[config.mk]
export PLATFORM = sky130hd
export DESIGN_NAME = multicycle_adder
export DESIGN_NICKNAME = d
export VERILOG_FILES = /design/src/rtl/alu_pkg.sv /design/src/rtl/chunk_adder.sv /design/src/rtl/multicycle_adder.sv
export SDC_FILE = /design/constraint.sdc
export NUM_CORES = 1
export LEC_CHECK = 0
export BUFFER_PORTS_ARGS = -buffer_cell sky130_fd_sc_hd__buf_4
export CORE_MARGIN = 5
export CORE_UTILIZATION = 50
export CTS_CLUSTER_DIAMETER = 120
export DETAILED_ROUTE_END_ITERATION = 6
export GPL_TIMING_DRIVEN = 0
export PLACE_DENSITY = 0.75
export SYNTH_ARGS = -nofsm -noshare
export SYNTH_HDL_FRONTEND = slang
export SYNTH_HIERARCHICAL = 1
export SYNTH_SLANG_ARGS = --single-unit
[constraint.sdc]
create_clock -name clk -period 9.2 [get_ports clk]
set_input_delay 2.76 -clock clk [delete_from_list [all_inputs] [get_ports clk]]
set_output_delay 2.76 -clock clk [all_outputs]
set_load 0.05 [all_outputs]
[src/rtl/alu_pkg.sv]
// Shared types and helpers for the ALU wide-add engine.
package alu_pkg;

    typedef enum logic [1:0] {
        IDLE,
        RUN,
        DONE
    } adder_state_e;

    function automatic int chunks(input int width, input int chunk);
        return width / chunk;
    endfunction

endpackage

[src/rtl/chunk_adder.sv]
// CHUNK-bit combinational ripple adder built from fulladder cells.
// c_msb exposes the carry into the top bit so the caller can form signed overflow.
module fulladder (
    input  logic a,
    input  logic b,
    input  logic ci,
    output logic s,
    output logic co
);
    assign s  = a ^ b ^ ci;
    assign co = (a & b) | (ci & (a ^ b));
endmodule

module chunk_adder #(
    parameter int CHUNK = 4
) (
    input  logic [CHUNK-1:0] a,
    input  logic [CHUNK-1:0] b,
    input  logic             ci,
    output logic [CHUNK-1:0] sum,
    output logic             co,
    output logic             c_msb
);
    logic [CHUNK:0] c;

    assign c[0] = ci;

    for (genvar i = 0; i < CHUNK; i++) begin : g_fa
        fulladder u_fa (
            .a  (a[i]),
            .b  (b[i]),
            .ci (c[i]),
            .s  (sum[i]),
            .co (c[i+1])
        );
    end

    assign co    = c[CHUNK];
    assign c_msb = c[CHUNK-1];
endmodule

[src/rtl/multicycle_adder.sv]
// Multi-cycle adder: CHUNK bits per clock, ripple carry held between chunks.
// Define MULTICYCLE_ADDER_SUB_EN to add a 'sub' port (x - y via x + ~y + 1).
module multicycle_adder
    import alu_pkg::*;
#(
    parameter int WIDTH = 32,
    parameter int CHUNK = 4
) (
    input  logic             clk,
    input  logic             rst,
    input  logic             start,
    input  logic [WIDTH-1:0] x,
    input  logic [WIDTH-1:0] y,
    input  logic             cin,
`ifdef MULTICYCLE_ADDER_SUB_EN
    input  logic             sub,
`endif
    output logic             busy,
    output logic             done,
    output logic [WIDTH-1:0] s,
    output logic             cout,
    output logic             ovf
);
    localparam int N     = chunks(WIDTH, CHUNK);
    localparam int IDX_W = (N > 1) ? $clog2(N) : 1;
    localparam logic [IDX_W-1:0] LAST = IDX_W'(N - 1);

    if (CHUNK < 1 || (WIDTH % CHUNK) != 0) begin : g_param_chk
        $error("multicycle_adder: WIDTH must be a positive multiple of CHUNK");
    end

    adder_state_e state, state_nxt;
    logic             accept;
    logic [WIDTH-1:0] x_q, y_q, y_eff;
    logic             c_eff;
    logic [IDX_W-1:0] idx;
    logic             carry;
    logic [WIDTH-1:0] s_q;
    logic             cout_q, ovf_q;
    logic [CHUNK-1:0] a_chunk, b_chunk, sum_chunk;
    logic             co_chunk, c_msb_chunk;

    // Subtract is folded into the captured B operand and carry-in.
`ifdef MULTICYCLE_ADDER_SUB_EN
    assign y_eff = sub ? ~y : y;
    assign c_eff = sub ? 1'b1 : cin;
`else
    assign y_eff = y;
    assign c_eff = cin;
`endif

    always_ff @(posedge clk) begin
        if (rst) state <= IDLE;
        else     state <= state_nxt;
    end

    always_comb begin
        state_nxt = state;
        busy      = 1'b0;
        done      = 1'b0;
        accept    = 1'b0;
        case (state)
            IDLE: begin
                accept = start;
                if (start) state_nxt = RUN;
            end
            RUN: begin
                busy = 1'b1;
                if (idx == LAST) state_nxt = DONE;
            end
            DONE: begin
                done      = 1'b1;
                accept    = start;
                state_nxt = start ? RUN : IDLE;
            end
            default: state_nxt = IDLE;
        endcase
    end

    assign a_chunk = x_q[int'(idx)*CHUNK +: CHUNK];
    assign b_chunk = y_q[int'(idx)*CHUNK +: CHUNK];

    chunk_adder #(.CHUNK(CHUNK)) u_chunk (
        .a     (a_chunk),
        .b     (b_chunk),
        .ci    (carry),
        .sum   (sum_chunk),
        .co    (co_chunk),
        .c_msb (c_msb_chunk)
    );

    always_ff @(posedge clk) begin
        if (rst) begin
            x_q    <= '0;
            y_q    <= '0;
            idx    <= '0;
            carry  <= 1'b0;
            s_q    <= '0;
            cout_q <= 1'b0;
            ovf_q  <= 1'b0;
        end else if (accept) begin
            x_q    <= x;
            y_q    <= y_eff;
            idx    <= '0;
            carry  <= c_eff;
            s_q    <= '0;
            cout_q <= 1'b0;
            ovf_q  <= 1'b0;
        end else if (state == RUN) begin
            s_q[int'(idx)*CHUNK +: CHUNK] <= sum_chunk;
            carry <= co_chunk;
            idx   <= idx + IDX_W'(1);
            if (idx == LAST) begin
                cout_q <= co_chunk;
                ovf_q  <= c_msb_chunk ^ co_chunk;
            end
        end
    end

    assign s    = s_q;
    assign cout = cout_q;
    assign ovf  = ovf_q;
endmodule

Word-level counts from Yosys, hierarchy flattened
Cells that the tools add are included.
W data, S select, Z words.
- memories: 0
- input port bits: 68
- logic and storage cells: 56
- latch bits: 0
- memory bits (read-only): 0
- bits in writable memories: 0
- flip-flop bits (word level): 104
- output and inout port bits: 36
- shifts and indexed selects: 4
- $add $sub $neg: 2
- multiplexer cells: 10
- bitwise gates (word level): 21
- equality and inequality tests: 5
- reduce and logical (&&, ||, !) cells: 6
- order comparisons: 0
- div/mod/pow operators: 0
- $mul: 0
- operators by type and width (operator ; count):
    $shiftx A32 B6 Y4 ; 2
    $neg A5 Y33 ; 1
    $shift A4 B33 Y32 const A ; 1
    $shiftx A4 B33 Y32 ; 1
    $bwmux W32 ; 1
    $xor A1 B1 Y1 ; 9
    $and A1 B1 Y1 ; 8
    $mux W1 ; 6
    $pmux W2 S3 ; 1
    $mux W2 ; 2
    $or A1 B1 Y1 ; 4
    $reduce_and A2 Y1 ; 2
    $reduce_or A2 Y1 ; 2
    $add A3 B1 Y3 const B ; 1
    $eq A3 B3 Y1 const B ; 1
    $eq A2 B1 Y1 const B ; 1
    $eq A2 B2 Y1 const B ; 1
    $logic_not A2 Y1 ; 1
    $ne A2 B1 Y1 const B ; 1
    $ne A2 B2 Y1 const B ; 1
    $reduce_bool A2 Y1 ; 1

Longest topological paths before layout
Gate-level depths: netlist (run 1).
- depth in word-level cells: 12
- depth in mapped cells: 12
- gate-level depth less buffers: 10

Cells and area by module
The synthesis (run 1) kept the hierarchy.
- modules (own cells, without submodules) (module ; instances ; seq. area each (sq um) ; area an instance (sq um) ; cells each):
    multicycle_adder ; 1 ; 2082.0 ; 4433.0 ; 502
    fulladder ; 4 ; 0.0 ; 20.0 ; 1

Worst setup path after synthesis (run 1)
Ideal clock, no wire load.
- path type: register to output
- start: reg state[1]
- end: out done
- required time: 6.440 ns
- arrival: 1.124 ns
- stages on the path, launching flop included: 2
- setup slack: 5.316 ns
- path buffers: 0
- cells stage by stage: dfxtp_1 -> nor2b_1
- word-level cells in the longest chain between the ends: 2
- RTL lines (element ; line ; RTL):
    start, declared ; multicycle_adder.sv:32 ; adder_state_e state, state_nxt;
    start signal, assigned ; multicycle_adder.sv:54 ; else state <= state_nxt;
    $eq A2 B2 Y1 ; multicycle_adder.sv:62 ; case (state)
    $mux W1 ; multicycle_adder.sv:62 ;
    end, declared ; multicycle_adder.sv:19 ; output logic done,
Every way passes these cells.

Worst setup path in the final report (run 1)
- start: reg state[0]
- end: out busy
- word-level cells in the longest chain between the ends: 2
- RTL lines (element ; line ; RTL):
    $eq A2 B1 Y1 ; multicycle_adder.sv:62 ;
    $mux W1 ; multicycle_adder.sv:62 ;
    end, declared ; multicycle_adder.sv:18 ; output logic busy,
Every way passes these cells.

==> results of run 1 <==
## per-layer routing
layer  global-route usage, %  share of wire [%]
met1                    26.0                 43
met2                    34.7                 49
met3                    4.62                6.5
met4                    5.39                1.1
met5                       0                  0
## cells in the mapped netlist
cell type / n
sky130_fd_sc_hd__nand2_1: 157
sky130_fd_sc_hd__dfxtp_1: 104
sky130_fd_sc_hd__a21oi_1: 68
sky130_fd_sc_hd__nand3_1: 37
sky130_fd_sc_hd__mux2i_1: 32
sky130_fd_sc_hd__buf_2: 21
sky130_fd_sc_hd__mux4_2: 16
sky130_fd_sc_hd__clkbuf_1: 12
sky130_fd_sc_hd__nor2_1: 7
sky130_fd_sc_hd__nand4_1: 6
sky130_fd_sc_hd__ha_1: 5
sky130_fd_sc_hd__nor2b_1: 5
sky130_fd_sc_hd__fa_1: 4
sky130_fd_sc_hd__and3_1: 3
sky130_fd_sc_hd__buf_4: 3
sky130_fd_sc_hd__mux2_2: 3
sky130_fd_sc_hd__nand2b_1: 3
sky130_fd_sc_hd__clkinv_1: 2
sky130_fd_sc_hd__nor4_1: 2
sky130_fd_sc_hd__and2b_1: 1
sky130_fd_sc_hd__and4_1: 1
sky130_fd_sc_hd__and4bb_2: 1
sky130_fd_sc_hd__buf_1: 1
sky130_fd_sc_hd__clkbuf_2: 1
sky130_fd_sc_hd__inv_1: 1
sky130_fd_sc_hd__inv_2: 1
sky130_fd_sc_hd__nand3b_1: 1
sky130_fd_sc_hd__nand4_2: 1
sky130_fd_sc_hd__nor3_1: 1
sky130_fd_sc_hd__nor4b_4: 1
sky130_fd_sc_hd__o21ai_0: 1
sky130_fd_sc_hd__or2_2: 1
sky130_fd_sc_hd__or4_4: 1
sky130_fd_sc_hd__xnor2_1: 1
sky130_fd_sc_hd__xor2_1: 1
## sequential cells by signal (all words and copies together), names as in the netlist
name and cells:
s 32, x_q 32, y_q 32, idx 3, state 2, carry 1
cout 1, ovf 1
## layout by cell type, fill, tap and decap left out, types with 2 or more instances in the layout
cell	Yosys	routed
sky130_fd_sc_hd__nor4_1	2	2
sky130_fd_sc_hd__dfxtp_1	104	104
sky130_fd_sc_hd__nand4_1	6	6
sky130_fd_sc_hd__clkbuf_1	12	13
sky130_fd_sc_hd__nand2b_1	3	3
sky130_fd_sc_hd__clkinvlp_4	0	4
sky130_fd_sc_hd__buf_4	3	105
sky130_fd_sc_hd__a21oi_1	68	68
sky130_fd_sc_hd__mux2i_1	32	32
sky130_fd_sc_hd__and3_1	3	3
sky130_fd_sc_hd__clkbuf_8	0	9
sky130_fd_sc_hd__mux4_2	16	16
sky130_fd_sc_hd__nor2b_1	5	5
sky130_fd_sc_hd__fa_1	4	4
sky130_fd_sc_hd__nand3_1	37	37
sky130_fd_sc_hd__mux2_2	3	3
sky130_fd_sc_hd__buf_2	21	21
sky130_fd_sc_hd__nor2_1	7	7
sky130_fd_sc_hd__nand2_1	157	157
sky130_fd_sc_hd__clkinv_1	2	2
sky130_fd_sc_hd__ha_1	5	5
## path summary, 6_finish.rpt
path,start,endpoint,slack (ns),depth (start not counted)
worst max-delay path,state[0]$_SDFFE_PP0P_,busy,5.01,3
worst min-delay path,x_q[1]$_SDFFE_PP0P_,x_q[1]$_SDFFE_PP0P_,0.46,2
worst max register to register,idx[0]$_SDFFE_PP0P_,s[27]$_SDFFE_PP0P_,5.39,10
worst min register to register,x_q[1]$_SDFFE_PP0P_,x_q[1]$_SDFFE_PP0P_,0.46,2
## area by class of cell
class,count,area (sq um)
fillers,743,3180
clock buffers,10,128
clock inverters,6,43.8
inverters,4,15.0
repair buffers,102,766
flip-flops and latches,104,2080
well taps,108,135
multi-input cells,360,2230
plain buffers,38,181
## report_power, final
part           total, mW  switching, mW  internal, mW
combinational      0.125         0.0682        0.0566
clock              0.256          0.157        0.0989
sequential         0.479         0.0105         0.469
total              0.859          0.235         0.624
## cells by family after synthesis
| family | Yosys count | share of synthesized area [%] |
|---|---|---|
| xor+xnor | 2 | 0.388 |
| buf+inv | 42 | 4.35 |
| simple gates | 229 | 22.5 |
| mux | 51 | 15.8 |
| flops | 104 | 46.1 |
| compound gates | 69 | 7.65 |
| fa+ha+maj | 9 | 3.16 |
## metrics by stage
| step | util (%) | setup WS [ns] | total power, mW | cell area, sq um |
|---|---|---|---|---|
| after detailed placement | 61.8 | 5.07 | 0.614 | 5410 |
| after global placement | 61.8 | 5.10 | 0.610 | 5410 |
| after CTS | 63.7 | 5.04 | 0.862 | 5590 |
| after floorplan | - | 5.32 | 0.566 | 4510 |
| final | 63.7 | 5.01 | 0.859 | 5590 |
| after global routing | 63.7 | 4.96 | 0.897 | 5590 |
## tightest hold or removal path, delay by kind of cell, from the launching register on
| family | cells | cell delay [ns] |
|---|---|---|
| compound gates | 1 | 0.05 |
| flops | 1 | 0.32 |
| simple gates | 1 | 0.05 |
==> run_results.csv, run 1 <==
group,metric,value,unit
status,status,"finished, final reports clean",
timing,finalMaxSlewViolations,0,
clock_network,clkSinkCount,104,
clock_network,tritoncts,"yes",
timing,worst-slew-pin-transition,0.551,ns
cells_and_area,final_cells,732,
die,floorplan.core_area,0.00876,sq mm
routing,finalWirelength,11300,um
synthesis,net_count_of_the_mapped_netlist,583,
setup_path,cp_num_buf_inv,2,
routing,drc,0,
timing,crit_path_time_final,4.19,ns
clock_network,cts_hold_repair.buffers,0,
clock_network,htree_num_levels,3,
clock_network,postCtsResizedCells,0,
routing,post_drt_via_cell_ratio,5.31,
cells_and_area,insertedDiodeCount,0,
setup_path,critical_path.cell_chain,"nor2b_1 > buf_4 > buf_4",
synthesis,synth_seq_cells,104,
routing,first_iter_violations,188,
die,fp-row-count,34,
place,place.port_buffers,102,
setup_path,timing.critical_path.max_delay_family,"flip-flops",
worst_hold_path,min_delay_worst_type,"reg -> reg",
setup_path,cp_common_cell,"sky130_fd_sc_hd__buf_4",
die,design.die.area,0.0110,sq mm
synthesis,synth_warnings,6,
global_routing,grt_util_all_layers,20.3,%
cells_and_area,syn_to_final_growth,23.8,%
timing,rsz0062_at_grt,"false",
die,die_x,105,um
place,placed_cells_incl_taps,716,
setup_path,worstPathMaxFanout,9,
timing,worst_slack_on_hold_paths,0.458,ns
synthesis,synthesis.instances,506,
setup_path,critical-path-max-stage-delay,0.49,ns
global_routing,grt_antenna_before_repair,0,
setup_path,timing.critical_path.to_type,"primary output",
synthesis,synthesis.area,0.00451,sq mm
cells_and_area,layout-drive-gt1-share,26.8,%
run,timing.max_cap.violations,0,
clock_network,numCtsBuffers,9,
routing,drtPass1Iterations,5,
power,cellPowerDensity,154,mW/mm^2
timing,report.final.setup_viol,0,
synthesis,most_area_hungry_cell_type_in_the_yosys_netlist,"sky130_fd_sc_hd__dfxtp_1",
synthesis,netlist.area_leader.share,46.1,%
clock_network,worstSkewPairLatency,0.37,ns
place,place_hpwl,8610,um
setup_path,crit_arrival,1.43,ns
global_routing,grt_pass1_vias,3817,
clock_network,clk_root_buffer_cell,"sky130_fd_sc_hd__clkbuf_8",
place,place.gp.congestion,0.810,
global_routing,grt_max_degree,18,
routing,drtAntennaViolNets,0,
global_routing,wire_length_of_the_first_global_routing_pass,18600,um
power,power.ir.vdd_worst,81.0,uV
timing,relSlewSlack,62.9,%
die,die_height,105,um
synthesis,synth_area_per_cell,8.92,sq um
timing,finalSetupTns,0,ns
synthesis,share_of_synthesized_area_occupied_by_flip_flops_and_latches,46.1,%
routing,route.vias.total,3890,
clock_network,clkTransAtPathRegs,0.10,ns
power,p_leak,2.47,nW
setup_path,worstPathRequired,6.44,ns
cells_and_area,nets,696,
timing,finalHoldViolations,0,
timing,max_clock_freq,239,MHz
synthesis,synthDistinctLibCells,35,
setup_path,critical_path.startpoint_type,"flop",
setup_path,path_class,"reg -> out",
die,floorplan.initialDensity,51.5,%
global_routing,grt_overflow_total,0,
timing,finalCritPeriodShare,45.6,%
timing,finClkSkew,0.0143,ns
setup_path,critical_path.slowest_cell,"sky130_fd_sc_hd__dfxtp_1",
die,i_o_pins,104,
routing,avgRoutedWirePerCell,15.4,um
synthesis,yosys-top-cells-area,"sky130_fd_sc_hd__dfxtp_1 46%, sky130_fd_sc_hd__nand2_1 13%, sky130_fd_sc_hd__mux4_2 8.0%",
clock_network,postCtsSetupRepairBufs,0,
clock_network,clk_path_buf_depth,2,
Power figures use the tool's default switching activity.
==> run 2: changes to the inputs <==
clock period = 4 ns   (was 9.2 ns; I/O delays follow)
==> run_results.csv, run 2 (synthesis results as in run 1) <==
group,metric,value,unit
routing,drtPass1Iterations,4,
timing,finalMaxSlewViolations,0,
setup_path,worstPathRequired,4.29,ns
setup_path,worstPathMaxFanout,10,
die,die_x,105,um
global_routing,wire_length_of_the_first_global_routing_pass,18600,um
cells_and_area,layout-drive-gt1-share,26.8,%
cells_and_area,insertedDiodeCount,0,
global_routing,grt_antenna_before_repair,0,
die,floorplan.initialDensity,51.5,%
clock_network,postCtsSetupRepairBufs,0,
setup_path,critical_path.slowest_cell,"sky130_fd_sc_hd__fa_1",
global_routing,grt_max_degree,18,
power,p_sw_share,27.3,%
setup_path,timing.critical_path.to_type,"flop",
power,cellPowerDensity,353,mW/mm^2
routing,post_drt_via_cell_ratio,5.33,
place,place.gp.congestion,0.810,
clock_network,cts_hold_repair.buffers,0,
worst_hold_path,worst_hold_path_cell_count,2,
setup_path,crit_arrival,4.13,ns
clock_network,numCtsBuffers,9,
clock_network,clkTransAtPathRegs,0.10,ns
power,power.share.clock,29.6,%
routing,finalWirelength,11300,um
place,pre_cts_ws,0.229,ns
power,p_leak,2.47,nW
timing,finalSetupTns,0,ns
clock_network,clk_path_buf_depth,2,
die,floorplan.core_area,0.00876,sq mm
timing,finalHoldViolations,0,
timing,rsz0062_at_grt,"false",
die,design.die.area,0.0110,sq mm
power,power.ir.vdd_worst,186,uV
setup_path,critical_path.cell_chain,"buf_2 > buf_2 > mux4_2 > nand2_1 > nand2_1 > fa_1 > fa_1 > fa_1 > fa_1 > nand4_1 > mux2i_1",
timing,relSlewSlack,62.8,%
routing,drc,0,
routing,route.vias.total,3900,
timing,post-route-worst-setup-slack,0.156,ns
power,total_power,1.97,mW
timing,worst_slack_on_hold_paths,0.457,ns
timing,finClkSkew,0.0131,ns
clock_network,clk_root_buffer_cell,"sky130_fd_sc_hd__clkbuf_8",
cells_and_area,nets,696,
setup_path,critical_path.startpoint_type,"flop",
die,die_height,105,um
cells_and_area,syn_to_final_growth,23.8,%
setup_path,worst_r2r_path_depth,11,
clock_network,worstSkewPairLatency,0.36,ns
global_routing,grt_pass1_vias,3817,
clock_network,clkSinkCount,104,
power,power.combinational.fraction,14.6,%
timing,finalCritPeriodShare,96.1,%
timing,crit_path_time_final,3.84,ns
global_routing,grt_overflow_total,0,
die,i_o_pins,104,
setup_path,cp_common_cell,"sky130_fd_sc_hd__fa_1",
routing,met3RoutedLength,670,um
timing,worst-slew-pin-transition,0.552,ns
power,internal_power,1.44,mW
place,place.port_buffers,102,
clock_network,htree_num_levels,3,
routing,drtAntennaViolNets,0,
cells_and_area,layout.cells.most_common,"sky130_fd_sc_hd__nand2_1",
routing,total_routed_wire_length_on_the_met1_layer,4930,um
die,fp-row-count,34,
power,total_switching_power,0.538,mW
timing,max_clock_freq,260,MHz
worst_hold_path,min_delay_worst_type,"reg -> reg",
routing,met2_wirelength,5570,um
power,power.sequential.fraction,55.8,%
cells_and_area,layout.cells.most_common_list,"157 x sky130_fd_sc_hd__nand2_1, 104 x sky130_fd_sc_hd__buf_4, 104 x sky130_fd_sc_hd__dfxtp_1",
global_routing,grt_util_all_layers,20.3,%
routing,avgRoutedWirePerCell,15.4,um
place,place_hpwl,8610,um
timing,report.final.setup_viol,0,
setup_path,critical-path-max-stage-delay,0.57,ns
clock_network,tritoncts,"yes",
routing,first_iter_violations,181,
run,timing.max_cap.violations,0,
routing,highest_layer,"met4",
status,status,"finished, final reports clean",
setup_path,path_class,"reg -> reg",
run 2: layout make-up:
cell class | count | area [sq um]
buffer | 38 | 185
clock buffer | 10 | 128
clock inverter | 6 | 43.8
fill | 744 | 3170
inverter | 4 | 15.0
multi-input combinational | 360 | 2230
sequential | 104 | 2080
tap | 108 | 135
timing repair buffer | 102 | 766
run 2: repair_timing:
item	in CTS	in global routing
gates resized for setup	0	1
hold endpoints to repair	0	0
setup endpoints to repair	0	2
run 2: routing by layer:
layer / vias to the layer above / track usage [%]
li1: 1947 / -
met1: 1840 / 26.0
met2: 102 / 34.7
met3: 11 / 4.62
met4: 0 / 5.39
met5: - / 0
run 2: power groups by stage:
stage               registers, mW  clock network (mW)  logic [mW]
global route                 1.11               0.636       0.320
global placement             1.12                   0       0.281
floorplan                    1.12                   0       0.179
detailed placement           1.13                   0       0.287
finish                       1.10               0.585       0.288
CTS                          1.10               0.593       0.288
run 2: worst paths after layout:
kind                             from             endpoint  slack, ns
setup / recovery  idx[1]$_SDFFE_PP0P_   s[27]$_SDFFE_PP0P_       0.16
hold / removal    x_q[1]$_SDFFE_PP0P_  x_q[1]$_SDFFE_PP0P_       0.46
setup reg to reg  idx[1]$_SDFFE_PP0P_   s[27]$_SDFFE_PP0P_       0.16
hold reg to reg   x_q[1]$_SDFFE_PP0P_  x_q[1]$_SDFFE_PP0P_       0.46
run 2: worst max-delay path, delay by kind of cell, from the launching register on:
kind	cells	cell delay [ns]
mux	2	0.59
buf+inv	2	0.61
simple gates	3	0.37
flops	1	0.36
fa+ha+maj	4	1.82
run 2: per-stage QoR:
| step | area [sq um] | util [%] | std cells |
|---|---|---|---|
| floorplan | 4510 | - | 506 |
| global placement | 5410 | 61.8 | 716 |
| detailed placement | 5410 | 61.8 | 716 |
| CTS | 5590 | 63.7 | 732 |
| global route | 5590 | 63.8 | 732 |
| finish | 5590 | 63.8 | 732 |
